<file path="src/rtl/spi_responder.sv">
// SPI target endpoint: oversamples SCLK/CS_n/MOSI in clk, shifts one MSB-first frame per transfer.
// Latency: pin edge to rx_valid within 4 clk cycles (2-flop sync + edge flop + output register).
// Backpressure: one-entry tx holding buffer (tx_ready low while full); rx side is a non-stallable pulse.
module spi_responder #(
    parameter int              WIDTH      = 8,
    parameter bit              CPOL       = 1'b0,
    parameter bit              CPHA       = 1'b1,
    parameter logic [WIDTH-1:0] DEFAULT_TX = 8'hFF
) (
    input  logic             clk,
    input  logic             rst,
    input  logic             spi_sclk,
    input  logic             spi_cs_n,
    input  logic             spi_mosi,
    output logic             spi_miso,
    output logic             spi_miso_oe,
    input  logic [WIDTH-1:0] tx_data,
    input  logic             tx_valid,
    output logic             tx_ready,
    output logic             tx_underrun,
    output logic [WIDTH-1:0] rx_data,
    output logic             rx_valid,
    output logic             busy
);

    localparam int                CNT_W     = $clog2(WIDTH);
    localparam logic [CNT_W-1:0]  LAST_BIT  = CNT_W'(WIDTH - 1);
    localparam logic [0:0]        ST_IDLE   = 1'b0;
    localparam logic [0:0]        ST_ACTIVE = 1'b1;

    // Bit [1] is the synchronized level, bit [2] the previous one for edge detection.
    logic [2:0]       sclk_sync_q, cs_sync_q, mosi_sync_q;

    logic [0:0]       state_q, state_d;
    logic [CNT_W-1:0] cnt_q, cnt_d;
    logic [WIDTH-1:0] tx_shift_q, tx_shift_d;
    logic [WIDTH-1:0] rx_shift_q, rx_shift_d;
    logic [WIDTH-1:0] rx_data_q, rx_data_d;
    logic [WIDTH-1:0] buf_q, buf_d;
    logic             buf_full_q, buf_full_d;
    logic             miso_q, miso_d;
    logic             rx_valid_q, rx_valid_d;
    logic             underrun_q, underrun_d;

    logic             sclk_s, sclk_p, cs_s, cs_p, mosi_s;
    logic             lead_edge, trail_edge, sample_edge, shift_edge;
    logic             cs_fall, cs_rise;
    logic             frame_start;
    logic [WIDTH-1:0] load_frame;

    assign sclk_s = sclk_sync_q[1];
    assign sclk_p = sclk_sync_q[2];
    assign cs_s   = cs_sync_q[1];
    assign cs_p   = cs_sync_q[2];
    assign mosi_s = mosi_sync_q[1];

    // SCLK edges only count while the target is selected.
    assign lead_edge   = !cs_s && (sclk_s != CPOL) && (sclk_p == CPOL);
    assign trail_edge  = !cs_s && (sclk_s == CPOL) && (sclk_p != CPOL);
    assign sample_edge = CPHA ? trail_edge : lead_edge;
    assign shift_edge  = CPHA ? lead_edge  : trail_edge;
    assign cs_fall     = (state_q == ST_IDLE)   && cs_p && !cs_s;
    assign cs_rise     = (state_q == ST_ACTIVE) && cs_s;

    assign load_frame  = buf_full_q ? buf_q : DEFAULT_TX;

    // Synchronize the asynchronous pins and keep one extra stage for edge detection.
    always_ff @(posedge clk or posedge rst) begin
        if (rst) begin
            sclk_sync_q <= {3{CPOL}};
            cs_sync_q   <= 3'b111;
            mosi_sync_q <= 3'b000;
        end else begin
            sclk_sync_q <= {sclk_sync_q[1:0], spi_sclk};
            cs_sync_q   <= {cs_sync_q[1:0], spi_cs_n};
            mosi_sync_q <= {mosi_sync_q[1:0], spi_mosi};
        end
    end

    // Frame sequencing, shifting, sampling and holding-buffer bookkeeping.
    always_comb begin
        state_d     = state_q;
        cnt_d       = cnt_q;
        tx_shift_d  = tx_shift_q;
        rx_shift_d  = rx_shift_q;
        rx_data_d   = rx_data_q;
        buf_d       = buf_q;
        buf_full_d  = buf_full_q;
        miso_d      = miso_q;
        rx_valid_d  = 1'b0;
        frame_start = 1'b0;

        if (cs_fall) begin
            state_d     = ST_ACTIVE;
            frame_start = 1'b1;
            cnt_d       = '0;
            rx_shift_d  = '0;
            if (!CPHA) begin
                // CPHA=0 presents the MSB before the first leading edge.
                miso_d     = load_frame[WIDTH-1];
                tx_shift_d = load_frame << 1;
            end else begin
                tx_shift_d = load_frame;
            end
        end else if (cs_rise) begin
            // Deselect: any partial frame in either direction is dropped.
            state_d    = ST_IDLE;
            cnt_d      = '0;
            rx_shift_d = '0;
            tx_shift_d = '0;
            miso_d     = 1'b0;
        end else if (state_q == ST_ACTIVE) begin
            if (shift_edge) begin
                miso_d     = tx_shift_q[WIDTH-1];
                tx_shift_d = tx_shift_q << 1;
            end
            if (sample_edge) begin
                rx_shift_d = {rx_shift_q[WIDTH-2:0], mosi_s};
                if (cnt_q == LAST_BIT) begin
                    // Last bit: publish the frame and start the next one without idle SCLK.
                    cnt_d       = '0;
                    rx_data_d   = rx_shift_d;
                    rx_valid_d  = 1'b1;
                    frame_start = 1'b1;
                    tx_shift_d  = load_frame;
                end else begin
                    cnt_d = cnt_q + 1'b1;
                end
            end
        end

        underrun_d = frame_start && !buf_full_q;
        if (frame_start && buf_full_q) begin
            buf_full_d = 1'b0;
        end
        // Accepted only while empty, so a write in a frame-start cycle waits for the next frame.
        if (tx_valid && !buf_full_q) begin
            buf_d      = tx_data;
            buf_full_d = 1'b1;
        end
    end

    // State registers.
    always_ff @(posedge clk or posedge rst) begin
        if (rst) begin
            state_q    <= ST_IDLE;
            cnt_q      <= '0;
            tx_shift_q <= '0;
            rx_shift_q <= '0;
            rx_data_q  <= '0;
            buf_q      <= '0;
            buf_full_q <= 1'b0;
            miso_q     <= 1'b0;
            rx_valid_q <= 1'b0;
            underrun_q <= 1'b0;
        end else begin
            state_q    <= state_d;
            cnt_q      <= cnt_d;
            tx_shift_q <= tx_shift_d;
            rx_shift_q <= rx_shift_d;
            rx_data_q  <= rx_data_d;
            buf_q      <= buf_d;
            buf_full_q <= buf_full_d;
            miso_q     <= miso_d;
            rx_valid_q <= rx_valid_d;
            underrun_q <= underrun_d;
        end
    end

    assign spi_miso    = miso_q;
    assign spi_miso_oe = (state_q == ST_ACTIVE);
    assign tx_ready    = !buf_full_q;
    assign tx_underrun = underrun_q;
    assign rx_data     = rx_data_q;
    assign rx_valid    = rx_valid_q;
    assign busy        = (state_q == ST_ACTIVE) && (cnt_q != '0);

endmodule

</file>
<file path="config.mk">
export PLATFORM = sky130hd
export DESIGN_NAME = spi_responder
export DESIGN_NICKNAME = d
export VERILOG_FILES = /design/src/rtl/spi_responder.sv
export SDC_FILE = /design/constraint.sdc
export NUM_CORES = 1
export LEC_CHECK = 0
export ABC_AREA = 1
export BUFFER_PORTS_ARGS = -buffer_cell sky130_fd_sc_hd__buf_2
export CAP_MARGIN = 10
export CORE_MARGIN = 1.5
export CORE_UTILIZATION = 28
export CTS_CLUSTER_DIAMETER = 40
export DETAILED_ROUTE_END_ITERATION = 10
export GPL_ROUTABILITY_DRIVEN = 0
export GPL_TIMING_DRIVEN = 0
export HOLD_SLACK_MARGIN = 0.03
export PLACE_DENSITY = 0.52
export REMOVE_ABC_BUFFERS = 1
export SYNTH_ARGS = -nofsm -noshare
export SYNTH_HDL_FRONTEND = slang
export SYNTH_SLANG_ARGS = --single-unit
export TNS_END_PERCENT = 20
</file>
<file path="constraint.sdc">
create_clock -name clk -period 1.3 [get_ports clk]
set_input_delay 0.13 -clock clk [delete_from_list [all_inputs] [get_ports clk]]
set_output_delay 0.13 -clock clk [all_outputs]
set_load 0.02 [all_outputs]
</file>
==> results of run 1 <==
## cell usage after synthesis (all sizes together)
cell type  instances
clkbuf             1
buf                5
dfstp              3
nor2              10
nand2             49
a21oi              4
o21a               1
ha                 3
o22ai              1
dfrtp             44
mux2               8
nand3             22
inv               26
nor3               1
o21ai             26
nand4              2
## worst max-delay path: stages, from the launching register on
cell and delay (ns):
dfrtp_1 0.37, ha_2 0.20, ha_4 0.13, inv_2 0.05
nor2_4 0.15, nand2_4 0.11, buf_12 0.16, nand3_1 0.07
nand2_1 0.06, nand2_1 0.06, nand2_1 0.04
## sequential cells by signal, indices dropped and copies added, names as in the netlist
register / cells
buf_full_q: 1
mosi_sync_q: 2
sclk_sync_q: 3
spi_miso_oe: 1
rx_valid: 1
rx_data: 8
tx_shift_q: 8
spi_miso: 1
rx_shift_q: 7
cnt_q: 3
buf_q: 8
cs_sync_q: 3
tx_underrun: 1
## report_power, final
part	internal, mW	switching (mW)	total, mW
logic	0.311	0.392	0.703
clock network	0.381	0.503	0.884
registers	1.73	0.145	1.87
## cell families after synthesis
family                   Yosys count  synth area share, %
AO/OA/AOI/OAI                     32                 8.14
adder cells (fa/ha/maj)            3                 1.82
buffers and inverters             32                 9.11
flip-flops                        47                 57.3
multiplexers                       8                 4.37
AND/OR/NAND/NOR                   84                 19.3
## final cells by class
cell class | count | area [um^2]
tap | 99 | 124
fill | 726 | 4610
sequential | 47 | 1180
multi-input combinational | 127 | 782
clock inverter | 2 | 13.8
timing repair buffer | 39 | 292
clock buffer | 6 | 72.6
inverter | 26 | 105
## stage by stage
stage                     power (mW)  util, %  hold slack (ns)
after global placement          2.51     31.1            0.239
after detailed placement        2.53     31.4            0.190
final                           3.46     35.8           0.0587
after CTS                       3.49     35.5           0.0490
after floorplan                 2.34        -            0.134
after global routing            3.69     35.8           0.0541
## worst paths after layout
check | from | endpoint | slack (ns) | cells past startpoint
worst max-delay path | cnt_q[1] | tx_shift_q[5] | -0.21 | 10
worst min-delay path | tx_data[1] | buf_q[1] | 0.06 | 2
worst max register to register | cnt_q[1] | tx_shift_q[5] | -0.21 | 10
worst min register to register | cs_sync_q[0] | cs_sync_q[1] | 0.36 | 0
max in group asynchronous | rst | cs_sync_q[0] | 0.33 | 4
min in group asynchronous | rst | buf_q[7] | 0.40 | 3
## layer usage
metal  track usage (%)  share of wire (%)
met2              17.3                 47
met1              15.2                 48
met3              2.99                3.2
met5                 0                  0
met4              5.26                1.7
## repair_timing
| action | CTS | global route |
|---|---|---|
| buffers inserted | 6 | 1 |
| hold buffers | 4 | 0 |
| endpoints found under the hold margin | 24 | 0 |
| resized for setup | 31 | 5 |
| endpoints found under the setup margin | 39 | 29 |
| pin swaps | 4 | 2 |
==> summary.txt, run 1 <==
Layout
  – Layout cells sized above 1: a little over a third
  – Post-route cell area: 0.00257 mm^2
  – Most common cell after layout, fill and taps aside: dfrtp_1
  – Final std cells w/o fill: about 350
  – Final net count: 263
  – Most frequent cells in the layout: dfrtp_1, nand2_1, buf_2
  – N_diodes: 0
  – Area Growth Syn to Fin: 24.7%

Hold path
  – Min-Delay Path Class: primary input to flip-flop

STA
  – Final WS setup: -0.206 ns
  – Slew @ Worst Pin: 0.506 ns
  – Highest Clock Rate: 0.664 GHz
  – Post-route setup TNS: -3.10 ns
  – RSZ-0062 raised after global routing: true
  – Crit share post-route: 116%
  – Hold Vio Cnt, Final: 0
  – Slew Limit Fails: 0
  – Slew headroom: 66.2%
  – Final setup fails: 27
  – Period minus WS final: approximately 1.5 ns
  – Worst Skew: 0.0105 ns

Placement
  – Dpl cell area: 0.00225 mm^2
  – Setup slack at placement: -0.430 ns
  – # port buffers: 27
  – HPWL after detailed placement: 2680 um
  – Placed insts: 327

Worst setup path
  – CP Capture Type: flip-flop
  – Worst EP arrival: between 1.5 and 2 ns
  – CP Launch Type: flip-flop
  – Required @ worst endpoint: 1.49 ns
  – Critical path class: flip-flop to flip-flop
  – CP max FO: 6

Synth
  – Mapped Area: 0.00206 mm^2
  – Synth area leader: dfrtp_1
  – Area share of the largest cell type after synthesis: 53.4%
  – Syn Inst Count: 206
  – Register area share after synthesis: a little under three fifths
  – Synth Register Bits: 47
  – Number of synthesis warnings: 0
  – Post-synth cell types: 26
  – Largest cells by area after synthesis: dfrtp_1, nand2_1, nand3_1
  – Syn Area/Cell: approximately 10 um^2

Clocking
  – Clk sink count: 47
  – Worst-Skew Late Latency: roughly 0.30 ns
  – Num CTS Buffers: 5
  – Worst-path clk slew: 0.09 ns
  – CTS tree: yes
  – Root Driver: clkbuf_8
  – H-Tree Depth: 2
  – CTS max path bufs: 2

Run status
  – Status: finished with violations
  – Failing checks: negative setup slack

Global route
  – Vias in the first global route: 1415
  – First-pass GRT wire length: 6730 um
  – Initial antenna violation count: 0
  – Overall global routing resource usage: 11.4%
  – Largest net degree at the start of global routing: 27
  – Grt ovf: 0

Floorplanning
  – Die height: 88.8 um
  – Core ar.: about 0.007 mm^2
  – Die ar.: 0.00788 mm^2
  – IO Pins: 28
  – Initial Util: 28.7%
  – Standard-cell rows: 31
  – DIE WIDTH: 88.8 um

Routing
  – Via count: 1483
  – Antenna Nets Post-Route: 0
  – Routed WL: 4030 um
  – DR vias/cell: 4.29
  – DR pass1 iterations: 4
  – DRT iter0 DRCs: 77
  – DRC errors left: 0
  – WL/cell: 11.7 um

Power
  – Maximum vdd drop: 0.000522 V
  – Power Dens Cells: ~1300 mW/mm^2
  – Leak Pwr: 1.23 nW

Run
  – Max-Cap Viols: 0
Power figures use the tool's default switching activity.
==> inputs of run 2 (changes only) <==
--- a/config.mk
+++ b/config.mk
@@ -16,6 +16,7 @@
 export GPL_TIMING_DRIVEN = 0
 export HOLD_SLACK_MARGIN = 0.03
 export PLACE_DENSITY = 0.52
+export RECOVER_POWER = 100
 export REMOVE_ABC_BUFFERS = 1
 export SYNTH_ARGS = -nofsm -noshare
 export SYNTH_HDL_FRONTEND = slang
==> run 2 against run 1 <==
Net effect:
- global-route usage stayed put
- count of clock-buffer cells in the layout stayed put
- highest routed layer unchanged
- sequential power hardly changed
- clock skew hardly changed
- fmax hardly changed
- final cell count stayed put
- routed wire length is 0.22% higher
- the run still ends with negative setup slack left
- die area stayed put
- non-clock buffer count stayed put
- critical path type unchanged
==> summary.txt, run 2 (same netlist as run 1, synthesis figures left out) <==
Run status
  – Status: finished with violations
  – Failing checks: negative setup slack

Worst setup path
  – CP max FO: 6 (unchanged)
  – CP Launch Type: flip-flop
  – Required @ worst endpoint: 1.49 ns (about the same)
  – Reg-to-reg setup timing slack: -0.21 ns (about the same)
  – Critical path class: flip-flop to flip-flop
  – Worst EP arrival: 1.70 ns (about the same)
  – CP Capture Type: flip-flop

STA
  – Post-route setup TNS: -3.75 ns (-0.654 ns)
  – Worst Skew: 0.0103 ns (-0.000224 ns)
  – Final WS setup: -0.206 ns (+0.000394 ns)
  – Crit share post-route: 116% (about the same)
  – Final setup fails: 29 (+7.4%)
  – RSZ-0062 raised after global routing: true
  – Slew @ Worst Pin: 0.912 ns (+0.406 ns)
  – Highest Clock Rate: 0.664 GHz (about the same)
  – Hold Vio Cnt, Final: 0 (unchanged)
  – Slew headroom: 39.1% (-27 points)
  – Period minus WS final: 1.51 ns (-0.000394 ns)
  – Slew Limit Fails: 0 (unchanged)

Global route
  – First-pass GRT wire length: 6730 um (unchanged)
  – Overall global routing resource usage: 11.4% (unchanged)
  – Largest net degree at the start of global routing: 27 (unchanged)
  – Grt ovf: 0 (unchanged)
  – Vias in the first global route: 1415 (unchanged)
  – Initial antenna violation count: 0 (unchanged)

Floorplanning
  – IO Pins: 28 (unchanged)
  – Standard-cell rows: 31 (unchanged)
  – Initial Util: 28.7% (unchanged)
  – Die ar.: 0.00788 mm^2 (unchanged)
  – DIE WIDTH: 88.8 um (unchanged)
  – Core ar.: 0.00718 mm^2 (unchanged)
  – Die height: 88.8 um (unchanged)

Routing
  – DR WL met3: 131 um (unchanged)
  – WL/cell: 11.7 um (+0.22%)
  – Antenna Nets Post-Route: 0 (unchanged)
  – WL met2: 1900 um (+0.53%)
  – DRC errors left: 0 (unchanged)
  – Routed WL: 4040 um (+0.22%)
  – Via count: 1489 (+0.40%)
  – DRT iter0 DRCs: 87 (+13%)
  – DR pass1 iterations: 4 (unchanged)
  – M1 WL: 1940 um (about the same)
  – Top Metal Used: met4
  – DR vias/cell: 4.30 (+0.40%)

Clocking
  – Num CTS Buffers: 5 (unchanged)
  – Clk sink count: 47 (unchanged)
  – Worst-path clk slew: 0.09 ns (about the same)
  – Worst-Skew Late Latency: 0.30 ns (about the same)
  – H-Tree Depth: 2 (unchanged)
  – CTS max path bufs: 2 (unchanged)
  – Root Driver: clkbuf_8
  – CTS tree: yes

Layout
  – Area Growth Syn to Fin: 23.9%
  – Most frequent cells in the layout: dfrtp_1, nand2_1, inv_1
  – Final net count: 263 (unchanged)
  – Most common cell after layout, fill and taps aside: dfrtp_1
  – Final std cells w/o fill: 346 (unchanged)
  – N_diodes: 0 (unchanged)
  – Layout cells sized above 1: 29.1% (-5.7 points)
  – Post-route cell area: 0.00255 mm^2 (-0.68%)

Run
  – Max-Cap Viols: 0 (unchanged)

Placement
  – # port buffers: 27 (unchanged)
  – Placed insts: 327 (unchanged)
  – Dpl cell area: 0.00225 mm^2 (unchanged)
  – HPWL after detailed placement: 2680 um (unchanged)

Power
  – Leak Pwr: 1.18 nW (-4.0%)
  – Maximum vdd drop: 0.000522 V (about the same)
  – Power Dens Cells: 1350 mW/mm^2 (+0.61%)

Hold path
  – Min-Delay Path Class: primary input to flip-flop
-- run 2: cell count changes in the layout (fill, tap and decap cells not counted) --
cell / change
buf_2: -14
clkbuf_1: +12
clkbuf_2: +2
inv_1: +1
inv_2: -1
nand2_1: +1
nand2_2: -1
-- run 2: worst paths after layout --
path | start | cells past startpoint | end
setup / recovery | cnt_q[1] | 10 | tx_shift_q[5]
hold / removal | tx_data[1] | 2 | buf_q[1]
setup reg to reg | cnt_q[1] | 10 | tx_shift_q[5]
hold reg to reg | cs_sync_q[0] | 0 | cs_sync_q[1]
max in group asynchronous | rst | 4 | cs_sync_q[0]
min in group asynchronous | rst | 3 | buf_q[7]
-- run 2: metal layers --
| metal | vias up | global-route usage [%] |
|---|---|---|
| li1 | 742 | - |
| met1 | 718 | 15.2 |
| met2 | 22 | 17.3 |
| met5 | - | 0 |
| met4 | 0 | 5.26 |
| met3 | 7 | 2.99 |
-- run 2: cell type report --
type	count	area, um^2
multi-input combinational	127	779
fill	728	4620
clock buffer	6	72.6
sequential	47	1180
tap	99	124
timing repair buffer	39	277
clock inverter	2	13.8
inverter	26	105
-- run 2: where the power goes --
part / internal [mW] / switching (mW) / leakage (nW) / total (mW)
clock: 0.381 / 0.504 / 0.0452 / 0.885
combinational: 0.307 / 0.392 / 0.539 / 0.699
sequential: 1.73 / 0.145 / 0.597 / 1.87
-- run 2: critical path, cell delays in order (launching register included) --
cell,delay [ns]
dfrtp_1,0.37
ha_2,0.20
ha_4,0.13
inv_2,0.05
nor2_4,0.15
nand2_4,0.11
buf_12,0.16
nand3_1,0.07
nand2_1,0.06
nand2_1,0.06
nand2_1,0.04
-- run 2: through the flow --
stage          hold slack, ns  utilization [%]  total power [mW]  setup WS (ns)
2_1_floorplan           0.134                -              2.34         -0.122
3_3_place_gp            0.239             31.1              2.51         -0.620
3_5_place_dp            0.190             31.4              2.53         -0.430
4_1_cts                0.0490             35.5              3.49         -0.199
5_1_grt                0.0541             35.6              3.69         -0.315
6_report               0.0584             35.6              3.46         -0.206
-- run 2: timing repair --
action	in CTS	in global routing
pin swaps	4	2
cloned	0	0
hold endpoints to repair	24	0
setup endpoints to repair	39	29
hold buffers	4	0
gates resized for setup	31	5
buffers inserted	6	1
==> inputs of run 3 (changes only) <==
--- a/config.mk
+++ b/config.mk
@@ -6,6 +6,7 @@
 export NUM_CORES = 1
 export LEC_CHECK = 0
 export ABC_AREA = 1
+export ABC_CLOCK_PERIOD_IN_PS = 1600
 export BUFFER_PORTS_ARGS = -buffer_cell sky130_fd_sc_hd__buf_2
 export CAP_MARGIN = 10
 export CORE_MARGIN = 1.5
@@ -15,7 +16,7 @@
 export GPL_ROUTABILITY_DRIVEN = 0
 export GPL_TIMING_DRIVEN = 0
 export HOLD_SLACK_MARGIN = 0.03
-export PLACE_DENSITY = 0.52
+export PLACE_DENSITY = 0.51
 export RECOVER_POWER = 100
 export REMOVE_ABC_BUFFERS = 1
 export SYNTH_ARGS = -nofsm -noshare
==> constraint.sdc (replaced) <==
create_clock -name clk -period 1.6 [get_ports clk]
set_input_delay 0.16 -clock clk [delete_from_list [all_inputs] [get_ports clk]]
set_output_delay 0.16 -clock clk [all_outputs]
set_load 0.02 [all_outputs]
==> run 3 against run 2 <==
Net effect:
- the run now ends clean
- power fell by 20%
- critical path depth did not move
- critical endpoint is now tx_shift_q[1]
- routed wire length fell by 0.64%
- combinational power fell by 24%
- register-to-register slack improved by 0.29 ns
- count of clock-buffer cells in the layout did not move
- global-route usage grew 0.11 points
- largest cell class unchanged
==> summary.txt, run 3 (same netlist as run 1, synthesis figures left out) <==
STA
  – Final setup fails: 0 (-100%)
  – Slew Limit Fails: 0 (unchanged)
  – Period minus WS final: 1.52 ns (+0.0146 ns)
  – Slew headroom: 35.3% (-3.9 points)
  – Hold Vio Cnt, Final: 0 (unchanged)
  – Slew @ Worst Pin: 0.970 ns (+0.0577 ns)
  – Worst Skew: 0.00998 ns (-0.000340 ns)
  – Crit share post-route: 95.0% (-21 points)
  – RSZ-0062 raised after global routing: true
  – Highest Clock Rate: 0.658 GHz (-0.96%)

Worst setup path
  – Reg-to-reg setup timing slack: 0.08 ns (+0.29 ns)
  – CP Launch Point: cnt_q[1]
  – CP Launch Type: flip-flop
  – R2R Path Start: cnt_q[1]
  – FF-to-FF path depth: 10 (unchanged)
  – Setup crit end: tx_shift_q[1]
  – Critical path class: flip-flop to flip-flop
  – R2R Path End: tx_shift_q[1]
  – CP Capture Type: flip-flop
  – CP max FO: 6 (unchanged)
  – Worst EP arrival: 1.76 ns (+0.06 ns)
  – Required @ worst endpoint: 1.84 ns (+0.35 ns)

Floorplanning
  – Die ar.: 0.00788 mm^2 (unchanged)
  – Standard-cell rows: 31 (unchanged)
  – DIE WIDTH: 88.8 um (unchanged)
  – Core ar.: 0.00718 mm^2 (unchanged)
  – IO Pins: 28 (unchanged)
  – Initial Util: 28.7% (unchanged)
  – Die height: 88.8 um (unchanged)

Layout
  – Area Growth Syn to Fin: 19.2%
  – Most common cell after layout, fill and taps aside: dfrtp_1
  – Post-route cell area: 0.00246 mm^2 (-3.8%)
  – Layout cells sized above 1: 23.9% (-5.3 points)
  – Fin util: 34.2% (-1.3 points)
  – Final net count: 259 (-1.5%)
  – N_diodes: 0 (unchanged)
  – Most frequent cells in the layout: dfrtp_1, nand2_1, inv_1
  – Final std cells w/o fill: 342 (-1.2%)

Power
  – Power Dens Cells: 1130 mW/mm^2 (-17%)
  – Maximum vdd drop: 0.000491 V (-5.9%)
  – Tot Pwr: 2.76 mW (-20%)
  – Leak Pwr: 1.15 nW (-2.5%)

Clocking
  – Clk sink count: 47 (unchanged)
  – CTS max path bufs: 2 (unchanged)
  – CTS tree: yes
  – Num CTS Buffers: 5 (unchanged)
  – Worst-path clk slew: 0.09 ns (about the same)
  – H-Tree Depth: 2 (unchanged)
  – Root Driver: clkbuf_8
  – Worst-Skew Late Latency: 0.30 ns (about the same)

Routing
  – DRC errors left: 0 (unchanged)
  – WL/cell: 11.7 um (+0.52%)
  – Routed WL: 4010 um (-0.64%)
  – DR vias/cell: 4.27 (-0.87%)
  – Antenna Nets Post-Route: 0 (unchanged)
  – DRT iter0 DRCs: 144 (+66%)
  – Via count: 1459 (-2.0%)
  – DR pass1 iterations: 4 (unchanged)

Global route
  – Vias in the first global route: 1491 (+5.4%)
  – Initial antenna violation count: 0 (unchanged)
  – Overall global routing resource usage: 11.5% (+0.11 points)
  – Largest net degree at the start of global routing: 26 (-3.7%)
  – First-pass GRT wire length: 6930 um (+3.1%)
  – Grt ovf: 0 (unchanged)

Placement
  – HPWL after detailed placement: 2630 um (-1.6%)
  – Placed insts: 327 (unchanged)
  – # port buffers: 27 (unchanged)
  – Dpl cell area: 0.00225 mm^2 (unchanged)

Hold path
  – Hold Path Depth: 2 (unchanged)
  – Min-Delay Path Class: primary input to flip-flop

Run
  – Max-Cap Viols: 0 (unchanged)

Run status
  – Status: finished, final reports clean
-- run 3: changes by cell type in the layout (fill, tap and decap cells not counted), moves of 3 or more --
| cell | before | now |
|---|---|---|
| a21oi_1 | 1 | 4 |
| a21oi_2 | 3 | 0 |
| buf_2 | 12 | 15 |
| buf_4 | 4 | 1 |
| nand2_1 | 38 | 41 |
| nand2_2 | 6 | 3 |
-- run 3: worst min path at each step --
stage | startpoint | endpoint | slack [ns]
finish | tx_data[3] | buf_q[3] | 0.09
global route | tx_data[3] | buf_q[3] | 0.08
CTS | tx_data[3] | buf_q[3] | 0.08
detailed placement | rst | rx_data[0] | 0.24
global placement | spi_sclk | sclk_sync_q[0] | 0.27
floorplan | spi_cs_n | cs_sync_q[0] | 0.16
-- run 3: critical path, stage by stage, from the launching register on --
cell,delay [ns]
dfrtp_1,0.37
ha_2,0.20
ha_4,0.13
inv_2,0.04
nor2_4,0.19
nand2_4,0.12
nand2_4,0.13
o21ai_0,0.09
nand2_1,0.08
nand2_1,0.04
nand2_1,0.06
-- run 3: per-stage QoR --
step	setup slack, ns	hold slack [ns]	setup TNS [ns]
after CTS	0.0120	0.0806	0
after global routing	-0.0491	0.0834	-0.316
after global placement	-0.381	0.269	-17.20
after detailed placement	-0.0703	0.245	-0.403
final	0.0795	0.0914	0
after floorplan	0.178	0.164	0
-- run 3: routing by layer --
layer | global-route usage, % | routed length [um] | part of all wire (%)
met4 | 3.84 | 65 | 1.6
met5 | 0 | 0 | 0
met3 | 2.89 | 181 | 4.5
met2 | 19.0 | 1870 | 46
met1 | 14.7 | 1900 | 47
-- run 3: timing repair --
action                     in CTS  in global routing
setup endpoints to repair      17                 16
pin swaps                       0                  7
resized for setup               4                 16
hold buffers                    4                  0
hold endpoints to repair       25                  0
buffers inserted                0                  2
cloned                          0                  1
-- run 3: report_power, final --
group	internal [mW]	switching (mW)	total, mW
Clock	0.306	0.397	0.703
Sequential	1.40	0.126	1.53
Combinational	0.221	0.311	0.532
Total	1.93	0.834	2.76
-- run 3: cell type report --
cell class / count / area [um^2]
clock buffers: 6 / 72.6
clock inverters: 2 / 12.5
fillers: 743 / 4720
inverters: 26 / 100
multi-input cells: 128 / 759
flip-flops and latches: 47 / 1180
well taps: 99 / 124
repair buffers: 34 / 208
